### config.mk
export PLATFORM = sky130hd
export DESIGN_NAME = serial_addsub16
export DESIGN_NICKNAME = d
export VERILOG_FILES = /design/src/rtl/addsub_pkg.sv /design/src/rtl/four_bit_adder.sv /design/src/rtl/serial_addsub16.sv
export SDC_FILE = /design/constraint.sdc
export NUM_CORES = 1
export LEC_CHECK = 0
export BUFFER_PORTS_ARGS = -buffer_cell sky130_fd_sc_hd__buf_2
export CAP_MARGIN = 15
export CORE_MARGIN = 1
export CORE_UTILIZATION = 51
export CTS_CLUSTER_DIAMETER = 60
export DETAILED_ROUTE_END_ITERATION = 10
export GPL_TIMING_DRIVEN = 1
export PLACE_DENSITY = 0.85
export SLEW_MARGIN = 10
export SYNTH_ARGS = -nofsm -noshare
export SYNTH_HDL_FRONTEND = slang
export SYNTH_HIERARCHICAL = 1
export SYNTH_SLANG_ARGS = --single-unit
### constraint.sdc
create_clock -name clk -period 3.73 [get_ports clk]
set_input_delay 0.1865 -clock clk [delete_from_list [all_inputs] [get_ports clk]]
set_output_delay 0.1865 -clock clk [all_outputs]
set_load 0.01 [all_outputs]
### src/rtl/addsub_pkg.sv
// Shared types and constants for the nibble-serial add/subtract sequencer.
package addsub_pkg;

    localparam int NIBBLE_W = 4;

    typedef enum logic [1:0] {
        IDLE = 2'd0,
        RUN  = 2'd1,
        DONE = 2'd2
    } addsub_state_e;

endpackage

### src/rtl/four_bit_adder.sv
// 4-bit ripple-carry adder, time-shared by serial_addsub16 across nibbles.
module four_bit_adder (
    input  logic [3:0] i_a,
    input  logic [3:0] i_b,
    input  logic       i_cin,
    output logic [3:0] o_sum,
    output logic       o_c4
);

    logic [4:0] w_c;

    assign w_c[0] = i_cin;

    for (genvar g = 0; g < 4; g++) begin : g_fa
        assign o_sum[g]  = i_a[g] ^ i_b[g] ^ w_c[g];
        assign w_c[g+1]  = (i_a[g] & i_b[g]) | (w_c[g] & (i_a[g] ^ i_b[g]));
    end

    assign o_c4 = w_c[4];

endmodule

### src/rtl/serial_addsub16.sv
// Nibble-serial adder/subtractor: one 4-bit slice per clock through a shared
// four_bit_adder, with registered result, carry, overflow and zero flags.
module serial_addsub16
    import addsub_pkg::*;
#(
    parameter int NIBBLES = 4
) (
    input  logic                      clk,
    input  logic                      rst_n,
    input  logic                      in_valid,
    output logic                      in_ready,
    input  logic [4*NIBBLES-1:0]      a,
    input  logic [4*NIBBLES-1:0]      b,
    input  logic                      sub,
    output logic                      out_valid,
    input  logic                      out_ready,
    output logic [4*NIBBLES-1:0]      result,
    output logic                      cout,
    output logic                      ovf,
    output logic                      zero,
    output addsub_state_e             o_dbg_state
);

    localparam int W  = NIBBLE_W * NIBBLES;
    localparam int IW = (NIBBLES > 1) ? $clog2(NIBBLES) : 1;
    localparam logic [IW-1:0] LAST_IDX = IW'(NIBBLES - 1);

    // Handshakes: a transfer happens on a rising edge where valid and ready
    // are both high; ready/valid here are decoded from state alone.

    addsub_state_e r_state;
    addsub_state_e w_state_next;

    logic [W-1:0]        r_a;
    logic [W-1:0]        r_b;
    logic [W-1:0]        r_work;
    logic [W-1:0]        r_result;
    logic [IW-1:0]       r_idx;
    logic                r_carry;
    logic                r_cout;
    logic                r_ovf;
    logic                r_zero;

    logic [NIBBLE_W-1:0] w_a_nib;
    logic [NIBBLE_W-1:0] w_b_nib;
    logic [NIBBLE_W-1:0] w_sum;
    logic                w_c4;
    logic [W-1:0]        w_work_next;
    logic                w_last;

    assign w_a_nib = r_a[r_idx*NIBBLE_W +: NIBBLE_W];
    assign w_b_nib = r_b[r_idx*NIBBLE_W +: NIBBLE_W];
    assign w_last  = (r_idx == LAST_IDX);

    four_bit_adder u_adder (
        .i_a   (w_a_nib),
        .i_b   (w_b_nib),
        .i_cin (r_carry),
        .o_sum (w_sum),
        .o_c4  (w_c4)
    );

    // Working value with the current sum nibble merged in, so the final
    // cycle can publish the completed result without an extra register stage.
    always_comb begin
        w_work_next = r_work;
        w_work_next[r_idx*NIBBLE_W +: NIBBLE_W] = w_sum;
    end

    always_ff @(posedge clk or negedge rst_n) begin
        if (!rst_n) begin
            r_state <= IDLE;
        end else begin
            r_state <= w_state_next;
        end
    end

    always_comb begin
        w_state_next = r_state;
        case (r_state)
            IDLE:    if (in_valid)  w_state_next = RUN;
            RUN:     if (w_last)    w_state_next = DONE;
            DONE:    if (out_ready) w_state_next = IDLE;
            default: w_state_next = IDLE;
        endcase
    end

    always_ff @(posedge clk or negedge rst_n) begin
        if (!rst_n) begin
            r_a      <= '0;
            r_b      <= '0;
            r_work   <= '0;
            r_result <= '0;
            r_idx    <= '0;
            r_carry  <= 1'b0;
            r_cout   <= 1'b0;
            r_ovf    <= 1'b0;
            r_zero   <= 1'b0;
        end else begin
            case (r_state)
                IDLE: begin
                    if (in_valid) begin
                        r_a     <= a;
                        r_b     <= b ^ {W{sub}};
                        r_carry <= sub;
                        r_idx   <= '0;
                    end
                end
                RUN: begin
                    r_work  <= w_work_next;
                    r_carry <= w_c4;
                    r_idx   <= r_idx + 1'b1;
                    if (w_last) begin
                        r_idx    <= '0;
                        r_result <= w_work_next;
                        r_cout   <= w_c4;
                        r_ovf    <= (r_a[W-1] == r_b[W-1]) && (w_work_next[W-1] != r_a[W-1]);
                        r_zero   <= (w_work_next == '0);
                    end
                end
                default: ;
            endcase
        end
    end

    assign in_ready    = (r_state == IDLE);
    assign out_valid   = (r_state == DONE);
    assign result      = r_result;
    assign cout        = r_cout;
    assign ovf         = r_ovf;
    assign zero        = r_zero;
    assign o_dbg_state = r_state;

endmodule

### After elaboration in Yosys (flattened, before gate mapping)

Cells that the tools add are included.

* register bits after elaboration: 72
* word-level logic and storage cells: 63
* input bits: 37

* bitwise gates (word level): 21
* shifts and indexed selects: 4
* reductions and logical operators: 8
* equality and inequality tests: 8
* add/subtract/negate cells: 2
* multiplexer cells: 10

Operators with widths (count)
* negator 4 -> 34 bit: 1
* variable shift 4 x 34 -> 16 bit, first input constant: 1
* indexed part select 4 x 34 -> 16 bit: 1
* indexed part select 16 x 5 -> 4 bit: 2
* bitwise mux 16 bit: 1
* zero test 16 bit: 1
* XOR 16 bit: 1
* 2-to-1 mux 2 bit: 5
* bitwise AND 1 bit: 8
* XOR 1 bit: 8
* one-hot mux 2 bit (3 select lines): 1
* AND reduction 2 bit: 3
* equality test 2 bit, second input constant: 2
* inequality test 2 bit, second input constant: 2
* bitwise OR 1 bit: 4
* one-hot mux 2 bit (2 select lines): 1
* AND reduction 3 bit: 1
* adder 2 x 1 -> 2 bit, second input constant: 1
* equality test 2 x 1 -> 1 bit, second input constant: 1
* zero test 2 bit: 1
* inequality test 2 x 1 -> 1 bit, second input constant: 1
* one-hot mux 1 bit (2 select lines): 1
* nonzero test 2 bit: 1
* equality test 1 bit: 1
* 3 further kinds: 3

### Logic depth before layout (Yosys ltp)

* depth in word-level cells: 13
* mapped depth: 15
* mapped depth without buffers: 12

### Modules after synthesis

Netlist, hierarchy kept.

Modules (own cells, without submodules)
* serial_addsub16: cells an instance 343, area each 3452.1 µm², instances 1, sequential area each 1801.7 µm²
* four_bit_adder: cells an instance 14, area each 117.6 µm², instances 1, sequential area each 0.0 µm²

### Least setup slack after synthesis

OpenSTA, ideal clock, no wires.

* kind: reg-to-reg
* start point: register r_idx[0]
* end point: register r_ovf, in the netlist ovf
* arrival: 3599 ps
* data required time: 3646 ps
* stages on the path, launching flop included: 16
* path slack: 48 ps
* cells stage by stage: dfrtp_1 > buf_6 > buf_2 > mux4_2 > fa_1 > inv_1 > fa_1 > inv_1 > fa_1 > inv_1 > fa_1 > inv_1 > buf_2 > a32oi_2 > or3_1 > a41oi_2

* longest elaborated chain between the ends: 13

RTL lines
* start: declaration: RTL line serial_addsub16.sv:38 `logic [IW-1:0] r_idx;`
* start signal: assignment: RTL line serial_addsub16.sv:112 `r_idx <= r_idx + 1'b1;`
* indexed part select 16 x 5 -> 4 bit (*): RTL line serial_addsub16.sv:51 `assign w_a_nib = r_a[r_idx*NIBBLE_W +: NIBBLE_W];`
* via w_a_nib[0]: RTL line serial_addsub16.sv:44 `logic [NIBBLE_W-1:0] w_a_nib;`
* XOR 1 bit: RTL line four_bit_adder.sv:16 `assign w_c[g+1] = (i_a[g] & i_b[g]) | (w_c[g] & (i_a[g] ^ i_b[g]));`
* bitwise AND 1 bit: RTL line four_bit_adder.sv:16
* bitwise OR 1 bit (*): RTL line four_bit_adder.sv:16
* bitwise AND 1 bit (*): RTL line four_bit_adder.sv:16
* bitwise OR 1 bit (*): RTL line four_bit_adder.sv:16
* bitwise AND 1 bit (*): RTL line four_bit_adder.sv:16
* bitwise OR 1 bit (*): RTL line four_bit_adder.sv:16
* XOR 1 bit (*): RTL line four_bit_adder.sv:15 `assign o_sum[g] = i_a[g] ^ i_b[g] ^ w_c[g];`
* via w_sum[3]: RTL line serial_addsub16.sv:46 `logic [NIBBLE_W-1:0] w_sum;`
* indexed part select 4 x 34 -> 16 bit (*): RTL line serial_addsub16.sv:67 `w_work_next[r_idx*NIBBLE_W +: NIBBLE_W] = w_sum;`
* bitwise mux 16 bit (*): RTL line serial_addsub16.sv:67
* inequality test 1 bit (*): RTL line serial_addsub16.sv:117 `r_ovf <= (r_a[W-1] == r_b[W-1]) && (w_work_next[W-1] != r_a[W-1]);`
* logical AND 1 bit (*): RTL line serial_addsub16.sv:117
* end signal: assignment: RTL line serial_addsub16.sv:117
* end: declaration: RTL line serial_addsub16.sv:41 `logic r_ovf;`

Mark *: on every way through the listed nets, which the timed path passes. The rest lies on a longest branch.
A chain may end at the register's enable or synchronous reset.

### Worst setup path after layout

Same ends and word-level chain as after synthesis.

==> metrics.yaml <==
global_route:
  grtUsageMet2_pct: 37.0
  globalRouteTotalUtil_pct: 22.8
  overflow: 0
  met1_usage_pct: 28.5
  met3_usage_pct: 6.26
  grt.busiest_layer: "met2"
  grt_pass1_wl_um: 12700
  grt_antenna_before_repair: 0
  grt_max_degree: 52
  grt_pass1_vias: 2810
route:
  drtPass1Iterations: 5
  drc_errors: 0
  avgViaCountPerCell: 5.51
  drtIter0Drc: 185
  drtAntennaViolNets: 0
  wl_per_cell_um: 14.6
  vias: 2821
  wl_um: 7470
power_and_ir_drop:
  switching_share_pct: 44.2
  p_int_mw: 2.23
  power_leakage_nw: 2.01
  power_frac_comb_pct: 51.2
  clkPwrFrac_pct: 15.0
  power.switching_mw: 1.77
  seq_power_share_pct: 33.8
  powerDensity_nw_per_um2: 968
  vdd.ir_drop.worst_uv: 634
floorplanning:
  num_io_pins: 60
  fp.dieH_um: 85.7
  std_cell_rows: 30
  placeableCoreArea_um2: 6790
  die_w_um: 85.7
  dieArea_um2: 7340
  initial_utilization_pct: 52.5
clock_network:
  clk_pin_slew_ps: 70
  tritoncts: "built"
  cts.sinks: 72
  cts_max_level: 3
  clk_latency_ps: 360
  postCtsSetupBuffers: 0
  cts_buffers: 9
  ctsRootBufferMaster: "clkbuf_8"
  post_cts_resized: 0
  cts_buffer_depth: 2
logic_synthesis:
  yosysSeqAreaShare_pct: 50.5
  yosysWarnings: 6
  synth_cells: 357
  synth_edf_count: 0
  synth-main-ff-cell: "dfrtp_1"
  synth.distinct_cells: 43
  ys_seq_elements: 72
  netlist_area_um2: 3570
  async_flop_share_pct: 100
  syn_nets: 404
  avgSynthCellArea_um2: 10.0
layout:
  drive_gt1_share_pct: 22.4
  num-nets-final: 459
  final-seq-area_um2: 1800
  syn_to_final_growth_pct: 15.7
  fillCellCount: 588
  diodes: 0
  stdcell_count: 512
  design_area_um2: 4130
  multi_input_area_um2: 1600
  final_common_cell: "nand2_1"
  mostFrequentLayoutCells: "96 x nand2_1, 72 x dfrtp_1, 59 x buf_2, 38 x o21ai_0"
  utilization_pct: 60.8
placed_design:
  placed_cells: 496
  place_area_um2: 3930
  gp_congestion: 0.882
  portBuffers: 59
  hpwl_um: 5330
sta:
  fmax_mhz: 295
  setup_violations: 0
  period_share_pct: 90.9
  worst_pin_slew_ps: 1050
  rsz0062_at_grt: "no"
  skew_ps: 9.27
  min_period_ps: 3390
  slew_viol_final: 0
  hold_viol: 0
  max_slew_margin_pct: 29.8
  setup_tns_ps: 0
min_path:
  hold_class: "primary input to async pin"
critical_path:
  startpoint_type: "flop"
  cp.required_ps: 4000
  end_kind: "flop"
  crit_chain: "mux4_2, fa_1, inv_1, fa_1, inv_1, fa_1, inv_1, fa_1, inv_1, a32oi_2, or3_1, a41oi_2"
  slowest_delay_ps: 550
  ff2ff_setup_slack_ps: 340
  slowest_stage: "mux4_2"
  path_buf_inv: 4
  arrival_ps: 3660
  critPathKind: "flop to flop"
  crit_family: "adder cells"
  critPathMaxFanout: 4
job:
  drv_cap: 0
outcome:
  status: "finished, final reports clean"
[metal layers]
metal,wire [µm],share of wire [%]
met5,0,0
met4,150,2.0
met3,421,5.6
met2,3750,50
met1,3140,42
[kinds of logic after synthesis]
kind of cell / count (synthesis) / synth area share (%)
multiplexers: 9 / 5.57
flip-flops: 72 / 50.5
buffers and inverters: 39 / 4.63
AO/OA/AOI/OAI: 80 / 14.7
AND/OR/NAND/NOR: 131 / 16.4
adder cells (fa/ha/maj): 10 / 4.35
XOR/XNOR: 16 / 3.93
[path summary, 6_finish.rpt]
path	startpoint	end	cells after the start
max	r_idx[0]	ovf	12
min	rst_n	r_a[10]	1
max reg2reg	r_idx[0]	ovf	12
min reg2reg	result[1]	result[1]	2
max in group asynchronous	rst_n	r_work[14]	2
min in group clk	a[10]	r_a[10]	3
[synth_stat cells (2+ instances only)]
library cell | n | share of area [%]
a21oi_1 | 8 | 1.1
a22o_1 | 8 | 2.0
a22oi_1 | 7 | 1.5
a31oi_1 | 4 | 0.70
a32o_1 | 3 | 0.84
and2_1 | 3 | 0.53
and4_1 | 2 | 0.49
buf_2 | 9 | 1.3
clkbuf_1 | 13 | 1.4
dfrtp_1 | 72 | 50
fa_1 | 4 | 2.2
ha_1 | 6 | 2.1
inv_1 | 16 | 1.7
mux4_1 | 2 | 1.5
mux4_2 | 6 | 3.8
nand2_1 | 96 | 10
nand2b_1 | 2 | 0.35
nand3_1 | 3 | 0.42
nor2_1 | 6 | 0.63
nor2b_1 | 9 | 1.6
nor4_1 | 2 | 0.35
o21ai_0 | 38 | 5.3
o21ai_1 | 2 | 0.28
o31ai_1 | 2 | 0.42
xnor2_1 | 16 | 3.9
[per-stage QoR]
stage | total power, mW | hold WS [ps] | worst slack (ps)
after global placement | 3.31 | 376 | 460
after CTS | 4.01 | 0.284 | 341
after floorplan | 2.78 | -109 | 47.6
after global routing | 4.30 | 16.6 | 195
after detailed placement | 3.40 | 380 | 384
final | 4.00 | 2.36 | 339
[power groups by stage]
| stage | logic [mW] | clock network [mW] | registers, mW |
|---|---|---|---|
| 2_1_floorplan | 1.44 | 0 | 1.35 |
| 3_3_place_gp | 1.96 | 0 | 1.35 |
| 3_5_place_dp | 2.03 | 0 | 1.37 |
| 4_1_cts | 2.05 | 0.614 | 1.35 |
| 5_1_grt | 2.25 | 0.647 | 1.40 |
| 6_report | 2.05 | 0.598 | 1.35 |
[flip-flops by register name (all words and copies together) (netlist names)]
register and flops:
cout 1, zero 1, r_b 16, r_idx 2
o_dbg_state 2, r_a 16, result 16, r_carry 1
r_work 16, ovf 1
[area by class of cell]
cell class / instances / share of cell area, %
repair buffers: 67 / 8.67
clock buffers: 11 / 3.42
clock inverters: 4 / 1.09
well taps: 96 / 2.91
flip-flops and latches: 72 / 43.6
multi-input cells: 246 / 38.8
inverters: 16 / 1.45
[timing repair]
action	CTS	global route
setup endpoints to repair	0	0
hold buffers	1	0
endpoints found under the hold margin	1	0
Note: power is estimated with default switching activity, not from simulation.
